$ cat src/rtl/rename_pkg.sv
// Shared types and width helpers for the rename group.
// Optional feature macro: RENAME_ZERO_REG_EN (hard-wires logical x0 to preg 0).
package rename_pkg;

    // Opaque decode bundle (pc, imm, types) carried alongside each lane.
    localparam int PAYLOAD_W  = 32;
    // Upper bounds for the per-lane output record; covers up to 256 pregs / 64 lregs.
    localparam int PREG_W_MAX = 8;
    localparam int LREG_W_MAX = 6;

    typedef logic [PAYLOAD_W-1:0] payload_t;

    // One renamed lane as held in the output pipeline register.
    typedef struct packed {
        logic [LREG_W_MAX-1:0] lrd;
        logic [PREG_W_MAX-1:0] prs1;
        logic [PREG_W_MAX-1:0] prs2;
        logic [PREG_W_MAX-1:0] prd;
        logic [PREG_W_MAX-1:0] old_prd;
        payload_t              payload;
    } lane_out_t;

    function automatic int preg_w(input int preg_num);
        return (preg_num > 1) ? $clog2(preg_num) : 1;
    endfunction

    function automatic int lreg_w(input int lreg_num);
        return (lreg_num > 1) ? $clog2(lreg_num) : 1;
    endfunction

endpackage

$ cat src/rtl/rename_dep_check.sv
// Intra-group dependency check for one lane: picks the youngest older
// allocating lane whose destination matches a source (RAW) or this lane's
// destination (WAW), falling back to the speculative RAT value.
module rename_dep_check
    import rename_pkg::*;
#(
    parameter int LANES  = 2,
    parameter int LREG_W = 5,
    parameter int PREG_W = 6,
    parameter int IDX    = 0
) (
    input  logic [LREG_W-1:0]       lrs1,
    input  logic [LREG_W-1:0]       lrs2,
    input  logic [LREG_W-1:0]       lrd,
    input  logic                    src1_is_reg,
    input  logic                    src2_is_reg,
    input  logic [LANES-1:0]        lane_alloc,
    input  logic [LANES*LREG_W-1:0] lane_lrd,
    input  logic [LANES*PREG_W-1:0] lane_prd,
    input  logic [PREG_W-1:0]       rat_rs1,
    input  logic [PREG_W-1:0]       rat_rs2,
    input  logic [PREG_W-1:0]       rat_rd,
    output logic [PREG_W-1:0]       prs1,
    output logic [PREG_W-1:0]       prs2,
    output logic [PREG_W-1:0]       old_prd
);

    // Only lanes older than IDX are inspected; the sink keeps the rest lint-quiet.
    logic unused_lanes;
    assign unused_lanes = ^{lane_alloc, lane_lrd, lane_prd};

    // Scan older lanes oldest-first so the youngest match overrides earlier ones.
    always_comb begin
        prs1    = rat_rs1;
        prs2    = rat_rs2;
        old_prd = rat_rd;
        for (int j = 0; j < IDX; j++) begin
            if (lane_alloc[j]) begin
                if (src1_is_reg && (lane_lrd[j*LREG_W +: LREG_W] == lrs1))
                    prs1 = lane_prd[j*PREG_W +: PREG_W];
                if (src2_is_reg && (lane_lrd[j*LREG_W +: LREG_W] == lrs2))
                    prs2 = lane_prd[j*PREG_W +: PREG_W];
                if (lane_lrd[j*LREG_W +: LREG_W] == lrd)
                    old_prd = lane_prd[j*PREG_W +: PREG_W];
            end
        end
    end

endmodule

$ cat src/rtl/rename_group.sv
// Register rename for one group of LANES instructions: freelist allocation,
// intra-group bypass, speculative and architectural RATs, one-cycle output
// register with stall/flush. Optional macro: RENAME_ZERO_REG_EN.
module rename_group
    import rename_pkg::*;
#(
    parameter  int LANES    = 2,
    parameter  int PREG_NUM = 64,
    parameter  int LREG_NUM = 32,
    localparam int PREG_W   = preg_w(PREG_NUM),
    localparam int LREG_W   = lreg_w(LREG_NUM),
    localparam int CNT_W    = $clog2(LANES + 1)
) (
    input  logic                       clock,
    input  logic                       reset,
    input  logic [LANES-1:0]           in_valid,
    output logic                       in_ready,
    input  logic [LANES*LREG_W-1:0]    in_lrs1,
    input  logic [LANES*LREG_W-1:0]    in_lrs2,
    input  logic [LANES*LREG_W-1:0]    in_lrd,
    input  logic [LANES-1:0]           in_src1_is_reg,
    input  logic [LANES-1:0]           in_src2_is_reg,
    input  logic [LANES-1:0]           in_need_to_wb,
    input  logic [LANES*PAYLOAD_W-1:0] in_payload,
    input  logic [CNT_W-1:0]           fl_avail,
    input  logic [LANES*PREG_W-1:0]    fl_preg,
    output logic [CNT_W-1:0]           fl_pop,
    input  logic [LANES-1:0]           cm_valid,
    input  logic [LANES*LREG_W-1:0]    cm_lrd,
    input  logic [LANES*PREG_W-1:0]    cm_prd,
    input  logic                       flush_valid,
    output logic [LANES-1:0]           out_valid,
    input  logic                       out_ready,
    output logic [LANES*PREG_W-1:0]    out_prs1,
    output logic [LANES*PREG_W-1:0]    out_prs2,
    output logic [LANES*PREG_W-1:0]    out_prd,
    output logic [LANES*PREG_W-1:0]    out_old_prd,
    output logic [LANES*LREG_W-1:0]    out_lrd,
    output logic [LANES*PAYLOAD_W-1:0] out_payload
);

    logic [LANES-1:0]        alloc;
    logic [CNT_W-1:0]        need;
    logic                    accept;
    logic [PREG_W-1:0]       prd [LANES];
    logic [LANES*PREG_W-1:0] prd_flat;
    lane_out_t               lane_next [LANES];

    logic [PREG_W-1:0]       spec_rat_reg  [LREG_NUM];
    logic [PREG_W-1:0]       arch_rat_reg  [LREG_NUM];
    logic [PREG_W-1:0]       arch_rat_next [LREG_NUM];
    lane_out_t               out_reg       [LANES];
    logic [LANES-1:0]        out_valid_reg;

    // Hand out freelist entries in lane order; the running count is the slot index.
    always_comb begin
        int slot;
        slot = 0;
        for (int i = 0; i < LANES; i++) begin
            prd[i] = '0;
            if (alloc[i])
                prd[i] = fl_preg[slot*PREG_W +: PREG_W];
            slot = slot + int'(alloc[i]);
        end
        need = CNT_W'(slot);
    end

    // Whole-group handshake: stall on full output, short freelist, flush or reset.
    always_comb begin
        in_ready = ~reset & ~flush_valid & (~|out_valid_reg | out_ready) & (fl_avail >= need);
        accept   = in_ready & in_valid[0];
        fl_pop   = accept ? need : '0;
    end

    for (genvar gi = 0; gi < LANES; gi++) begin : g_lane
        logic [LREG_W-1:0] lrs1;
        logic [LREG_W-1:0] lrs2;
        logic [LREG_W-1:0] lrd;
        logic [PREG_W-1:0] dep_prs1;
        logic [PREG_W-1:0] dep_prs2;
        logic [PREG_W-1:0] dep_old_prd;
        logic [PREG_W-1:0] prs1;
        logic [PREG_W-1:0] prs2;
        logic              unused_hi;

        assign lrs1 = in_lrs1[gi*LREG_W +: LREG_W];
        assign lrs2 = in_lrs2[gi*LREG_W +: LREG_W];
        assign lrd  = in_lrd[gi*LREG_W +: LREG_W];

`ifdef RENAME_ZERO_REG_EN
        assign alloc[gi] = in_valid[gi] & in_need_to_wb[gi] & (lrd != '0);
`else
        assign alloc[gi] = in_valid[gi] & in_need_to_wb[gi];
`endif
        assign prd_flat[gi*PREG_W +: PREG_W] = prd[gi];

        rename_dep_check #(
            .LANES  (LANES),
            .LREG_W (LREG_W),
            .PREG_W (PREG_W),
            .IDX    (gi)
        ) u_dep_check (
            .lrs1        (lrs1),
            .lrs2        (lrs2),
            .lrd         (lrd),
            .src1_is_reg (in_src1_is_reg[gi]),
            .src2_is_reg (in_src2_is_reg[gi]),
            .lane_alloc  (alloc),
            .lane_lrd    (in_lrd),
            .lane_prd    (prd_flat),
            .rat_rs1     (spec_rat_reg[lrs1]),
            .rat_rs2     (spec_rat_reg[lrs2]),
            .rat_rd      (spec_rat_reg[lrd]),
            .prs1        (dep_prs1),
            .prs2        (dep_prs2),
            .old_prd     (dep_old_prd)
        );

`ifdef RENAME_ZERO_REG_EN
        assign prs1 = (lrs1 == '0) ? '0 : dep_prs1;
        assign prs2 = (lrs2 == '0) ? '0 : dep_prs2;
`else
        assign prs1 = dep_prs1;
        assign prs2 = dep_prs2;
`endif

        assign lane_next[gi].lrd     = LREG_W_MAX'(lrd);
        assign lane_next[gi].prs1    = PREG_W_MAX'(prs1);
        assign lane_next[gi].prs2    = PREG_W_MAX'(prs2);
        assign lane_next[gi].prd     = PREG_W_MAX'(prd[gi]);
        assign lane_next[gi].old_prd = PREG_W_MAX'(dep_old_prd);
        assign lane_next[gi].payload = in_payload[gi*PAYLOAD_W +: PAYLOAD_W];

        assign out_prs1[gi*PREG_W +: PREG_W]       = out_reg[gi].prs1[PREG_W-1:0];
        assign out_prs2[gi*PREG_W +: PREG_W]       = out_reg[gi].prs2[PREG_W-1:0];
        assign out_prd[gi*PREG_W +: PREG_W]        = out_reg[gi].prd[PREG_W-1:0];
        assign out_old_prd[gi*PREG_W +: PREG_W]    = out_reg[gi].old_prd[PREG_W-1:0];
        assign out_lrd[gi*LREG_W +: LREG_W]        = out_reg[gi].lrd[LREG_W-1:0];
        assign out_payload[gi*PAYLOAD_W +: PAYLOAD_W] = out_reg[gi].payload;
        // Upper record bits beyond the configured widths are always zero.
        assign unused_hi = ^out_reg[gi];
    end

    assign out_valid = out_valid_reg;

    // Architectural RAT next state: commits applied in age order, youngest wins.
    always_comb begin
        arch_rat_next = arch_rat_reg;
        for (int i = 0; i < LANES; i++) begin
            if (cm_valid[i]) begin
`ifdef RENAME_ZERO_REG_EN
                if (cm_lrd[i*LREG_W +: LREG_W] != '0)
`endif
                arch_rat_next[cm_lrd[i*LREG_W +: LREG_W]] = cm_prd[i*PREG_W +: PREG_W];
            end
        end
    end

    // Architectural RAT register; commits land regardless of flush.
    always_ff @(posedge clock or posedge reset) begin
        if (reset) begin
            for (int i = 0; i < LREG_NUM; i++)
                arch_rat_reg[i] <= PREG_W'(i);
        end else begin
            arch_rat_reg <= arch_rat_next;
        end
    end

    // Speculative RAT: restored from the committed view on flush, else updated on accept.
    always_ff @(posedge clock or posedge reset) begin
        if (reset) begin
            for (int i = 0; i < LREG_NUM; i++)
                spec_rat_reg[i] <= PREG_W'(i);
        end else if (flush_valid) begin
            spec_rat_reg <= arch_rat_next;
        end else if (accept) begin
            for (int i = 0; i < LANES; i++)
                if (alloc[i])
                    spec_rat_reg[in_lrd[i*LREG_W +: LREG_W]] <= prd[i];
        end
    end

    // Output pipeline register: load on accept, drain on out_ready, clear on flush.
    always_ff @(posedge clock or posedge reset) begin
        if (reset) begin
            out_valid_reg <= '0;
            for (int i = 0; i < LANES; i++)
                out_reg[i] <= '0;
        end else if (flush_valid) begin
            out_valid_reg <= '0;
        end else if (accept) begin
            out_valid_reg <= in_valid;
            for (int i = 0; i < LANES; i++)
                out_reg[i] <= lane_next[i];
        end else if (out_ready) begin
            out_valid_reg <= '0;
        end
    end

endmodule

$ cat config.mk
export PLATFORM = sky130hd
export DESIGN_NAME = rename_group
export DESIGN_NICKNAME = d
export VERILOG_FILES = /design/src/rtl/rename_pkg.sv /design/src/rtl/rename_dep_check.sv /design/src/rtl/rename_group.sv
export SDC_FILE = /design/constraint.sdc
export NUM_CORES = 2
export LEC_CHECK = 0
export BUFFER_PORTS_ARGS = -buffer_cell sky130_fd_sc_hd__buf_4
export CAP_MARGIN = 40
export CORE_MARGIN = 2
export CORE_UTILIZATION = 64
export CTS_BUF_LIST = sky130_fd_sc_hd__clkbuf_8
export DETAILED_ROUTE_END_ITERATION = 12
export GPL_TIMING_DRIVEN = 0
export HOLD_SLACK_MARGIN = 0.12
export PLACE_DENSITY = 0.84
export SETUP_SLACK_MARGIN = 0.1
export SLEW_MARGIN = 20
export SYNTH_ARGS = -nofsm -noshare
export SYNTH_HDL_FRONTEND = slang
export SYNTH_HIERARCHICAL = 1
export SYNTH_SLANG_ARGS = --single-unit
$ cat constraint.sdc
create_clock -name clock -period 19.1 [get_ports clock]
set_input_delay 1.91 -clock clock [delete_from_list [all_inputs] [get_ports clock]]
set_output_delay 1.91 -clock clock [all_outputs]
set_load 0.01 [all_outputs]
==> summary.txt, run 1 <==
Die
  • Ports: about 270
  • Core Rows: a little over 90
  • Starting density of the core: 0.6493
  • Chip width: between 200 and 300 um
  • Die H: approximately 250 um

Global routing
  • GRT Util Overall: 0.7708
  • Total congestion overflow: 52
  • First-pass GRT wire length: about 350000 um
  • Number of global-route vias before repair: 46421
  • Largest net degree at the start of global routing: 89

Synthesis
  • Post-synth EDFFs: 0
  • Top cells by count, synth: clkbuf_1, o22ai_1, dfrtp_1
  • Async S/R FF share, synth: 1.000
  • Top cell type's share of synthesized area: 0.2169
  • Number of synthesized register bits: 508
  • Total number of yosys warnings: 6
  • Mapped Cells: 3740
  • Synthesized area per cell: between 10 and 15 um^2
  • Sequential cell area fraction in the yosys report: 0.3217
  • Count leader, synth: clkbuf_1
  • Post-Syn Nets: a little under 4000
  • Post-synth cell types: a little over 70
  • Synth top area cells: dfrtp_1, mux4_2, dfstp_2, o221ai_1, o22ai_1
  • Synth area leader: dfrtp_1
  • Synthesized cell area: 40140 um^2
  • Prevailing post-synth register cell: dfrtp_1

Placed design
  • Routability congestion estimate: ~1.3
  • DPL Wire Length: roughly 170000 um
  • Port bufs: ~250
  • Area after DPL: 43610 um^2
  • Placed cells: approximately 4900

Clock tree
  • CTS Buf Count: 91
  • Hold buffer count at cts: 0
  • Post-CTS Setup Inserts: 0
  • Post-CTS Resized: 0
  • Clock sinks: around 510
  • Clk Tree Root Cell: clkbuf_8
  • H-tree depth: 3
  • Clock tree buffer depth: 3

Outcome
  • Status: did not finish
  • Stopped at: 5_1_grt
  • Stop err: [ERROR GRT-0116] Global routing finished with congestion. Check the congestion regions in the DRC Viewer.
==> logic make-up after synthesis <==
| group | Yosys count | synth area share |
|---|---|---|
| xor+xnor | 10 | 0.002182 |
| fa+ha+maj | 2 | 0.0006233 |
| flops | 508 | 0.3217 |
| buf+inv | 638 | 0.06561 |
| mux | 501 | 0.2371 |
| simple gates | 458 | 0.07116 |
| compound gates | 1623 | 0.3017 |
==> per-layer routing <==
layer,GRT usage,GRT overflow
met4,0.7118,30
met5,0.3962,0
met3,0.6739,1
met1,0.7872,0
met2,0.8922,21
==> through the flow <==
stage                 util  worst slack [ns]
floorplan                -             3.268
global placement    0.6971            -2.823
detailed placement  0.7054             11.49
CTS                 0.7358             11.42
==> run 2, diff against run 1 <==
--- a/config.mk
+++ b/config.mk
@@ -8,13 +8,10 @@
 export BUFFER_PORTS_ARGS = -buffer_cell sky130_fd_sc_hd__buf_4
 export CAP_MARGIN = 40
 export CORE_MARGIN = 2
-export CORE_UTILIZATION = 64
-export CTS_BUF_LIST = sky130_fd_sc_hd__clkbuf_8
+export CORE_UTILIZATION = 40
 export DETAILED_ROUTE_END_ITERATION = 12
 export GPL_TIMING_DRIVEN = 0
-export HOLD_SLACK_MARGIN = 0.12
-export PLACE_DENSITY = 0.84
-export SETUP_SLACK_MARGIN = 0.1
+export PLACE_DENSITY_LB_ADDON = 0.15
 export SLEW_MARGIN = 20
 export SYNTH_ARGS = -nofsm -noshare
 export SYNTH_HDL_FRONTEND = slang
==> run 2 against run 1 <==
  * Synthesized cell count stayed put
  * The flow now finishes without violations
  * Synthesized area is the same
==> summary.txt, run 2 <==
Cells and area
  • Design area: ~47000 um^2
  • Final Non-Filler Cells: between 5000 and 6000
  • Most common cell after layout, fill and taps aside: clkbuf_1
  • Share of layout cells above drive strength 1: 0.2933
  • Seq. cell area: between 10000 and 15000 um^2
  • Multi-input logic area: about 25000 um^2
  • Fillers: 9567
  • Area growth, synth to finish: 17.48%
  • Final #Nets: roughly 4300
  • Fin util: 0.4723
  • Most frequent cells in the layout: clkbuf_1, o22ai_1, dfrtp_1

Placed design
  • Place WS: 11.59 ns (+0.1002 ns)
  • DPL Wire Length: 186600 um (+12%)
  • Area after DPL: 44570 um^2 (+2.2%)
  • Placed cells: 5360 (+10%)
  • Port bufs: 254 (unchanged)
  • Routability congestion estimate: 1.108 (-12%)

Synthesis
  • Number of synthesized register bits: 508 (unchanged)
  • Mapped Cells: 3740 (unchanged)
  • Total number of yosys warnings: 6 (unchanged)
  • Synth top area cells: dfrtp_1, mux4_2, dfstp_2, o221ai_1, o22ai_1
  • Sequential cell area fraction in the yosys report: 0.3217 (unchanged)
  • Synthesized cell area: 40140 um^2 (unchanged)
  • Post-synth cell types: 71 (unchanged)
  • Synth area leader: dfrtp_1
  • Prevailing post-synth register cell: dfrtp_1
  • Top cell type's share of synthesized area: 0.2169 (unchanged)
  • Post-synth EDFFs: 0 (unchanged)
  • Post-Syn Nets: 3886 (unchanged)
  • Top cells by count, synth: clkbuf_1, o22ai_1, dfrtp_1
  • Async S/R FF share, synth: 1.000 (unchanged)
  • Count leader, synth: clkbuf_1
  • Synthesized area per cell: 10.73 um^2 (unchanged)

Critical path
  • Arr. time, crit path: just under 6 ns
  • Crit-path max cell delay: 0.56 ns
  • Worst Setup SP: in_valid[0]
  • CP endpoint kind: output pin
  • Slowest cell on crit path: nor2_1
  • Reg-to-Reg End: out_old_prd[9]
  • Worst setup endpoint: fl_pop[0]
  • Critical path type: in -> out
  • Reg2Reg Depth: 5
  • Worst reg2reg setup slack: around 16 ns
  • Critical path's most frequent cell: buf_2
  • Critical path, cell by cell: buf_2 > buf_2 > nand2_1 > inv_1 > nand2_1 > ha_1 > a21oi_1 > buf_2 > nor2_1 > buf_2 > buf_2 > and2_1 > buf_4
  • Worst Setup Start Kind: input port
  • Crit Reg-Reg Startpoint: spec_rat_reg[75]
  • Critical Path Fanout Max: 10
  • Worst Path Required: 17.19 ns

STA
  • RSZ-0062 raised after global routing: no
  • Fmax achieved: approximately 130 MHz
  • Relative max-transition margin: 0.2488
  • Final Critical Period: 7.684 ns
  • Pins Over Slew Limit: 0
  • Final worst-path setup slack: roughly 11 ns
  • Count of final hold-check violations: 0
  • Fin Clk Skew: approximately 0.06 ns
  • # setup viols final: 0
  • Worst Tran Pin Value: about 1.1 ns
  • Fin crit share: 0.4023

Die
  • Starting density of the core: 0.4020 (-0.2473)
  • Chip width: 320.8 um (+26%)
  • Ports: 271 (unchanged)
  • Die H: 320.8 um (+26%)
  • Core footprint: 99860 um^2
  • DIE AREA: just over 100000 um^2
  • Core Rows: 116 (+27%)

Clock tree
  • Hold buffer count at cts: 0 (unchanged)
  • CTS Buf Count: 68 (-25%)
  • Post-CTS Setup Inserts: 0 (unchanged)
  • Post-CTS Resized: 0 (unchanged)
  • Clock Latency Late Sink: about 0.70 ns
  • Clock tree buffer depth: 3 (unchanged)
  • H-tree depth: 3 (unchanged)
  • Clock sinks: 508 (unchanged)
  • TritonCTS clock tree: yes
  • Worst-path clk slew: roughly 0.05 ns
  • Clk Tree Root Cell: clkbuf_16

Drt
  • Via count: roughly 43000
  • Antenna-violating nets left: 0
  • Avg Vias per Cell: 7.770
  • DR WL/cell: roughly 44 um
  • Total Routed Length: approximately 240000 um
  • DR DRC count: 0
  • Drt pass-1 iters: 10
  • DRT iter0 DRCs: 7847

Power and ir drop
  • Pwr/cell area: between 100 and 150 nW/um^2
  • Worst VDD drop: roughly 0.083 mV
  • Lkg Pwr: 16.81 nW

Global routing
  • Largest net degree at the start of global routing: 94
  • Initial antenna violation count: 21
  • Total congestion overflow: 0
  • Number of global-route vias before repair: between 30000 and 40000
  • First-pass GRT wire length: roughly 330000 um
  • GRT Util Overall: 0.4603

Outcome
  • Status: complete, no violations

Job
  • Max cap viols: 0

Hold path
  • HP Class: reg -> reg
-- run 2: worst min path at each step --
stage | start | end | slack, ns | cells after the start
after floorplan | out_valid[0] | out_valid[0] | 0.53 | 2
after global placement | out_prs1[1] | out_prs1[1] | 0.49 | 1
after detailed placement | out_lrd[1] | out_lrd[1] | 0.49 | 1
after CTS | out_lrd[1] | out_lrd[1] | 0.51 | 1
after global routing | out_payload[63] | out_payload[63] | 0.51 | 1
final | out_lrd[1] | out_lrd[1] | 0.50 | 1
-- run 2: metrics by stage --
step / power (W) / hold slack, ns / TNS (ns)
final: 0.005139 / 0.5025 / 0
after global routing: 0.005223 / 0.5130 / 0
after CTS: 0.004991 / 0.5054 / 0
after detailed placement: 0.003571 / 0.4943 / 0
after global placement: 0.003536 / 0.4912 / -1394.06
after floorplan: 0.002731 / 0.5295 / 0
-- run 2: area by class of cell --
cell class	instances	share of cell area
clock buffer	101	0.04431
buffer	532	0.04752
sequential	508	0.2738
timing repair buffer	336	0.06201
multi-input combinational	2594	0.5217
antenna	6	0.0003184
tap	1298	0.03444
inverter	106	0.008596
clock inverter	24	0.007296
-- run 2: kinds of logic after synthesis --
group / synth area share
AND/OR/NAND/NOR: 0.07116
AO/OA/AOI/OAI: 0.3017
XOR/XNOR: 0.002182
flip-flops: 0.3217
adder cells (fa/ha/maj): 0.0006233
buffers and inverters: 0.06561
multiplexers: 0.2371
-- run 2: routing by layer --
metal	wire, um	vias to the layer above	global-route usage
li1	-	16280	-
met1	82650	21125	0.5555
met2	98520	4164	0.6509
met3	37380	1183	0.1894
met4	24310	20	0.3539
met5	160	-	0.0004728
-- run 2: critical path, delay by kind of cell --
family	cells	cell delay [ns]
buf+inv	7	2.16
simple gates	4	1.17
fa+ha+maj	1	0.29
compound gates	1	0.21
-- run 2: power by group --
part           switching, W  leakage, nW  internal (W)  total [W]
Clock              0.000579         1.19      0.000856    0.00143
Combinational      0.000917         9.65      0.000881    0.00180
Sequential         0.000477         5.96       0.00143    0.00191
Total               0.00197         16.8       0.00317    0.00514
(Power assumes the default switching activity.)
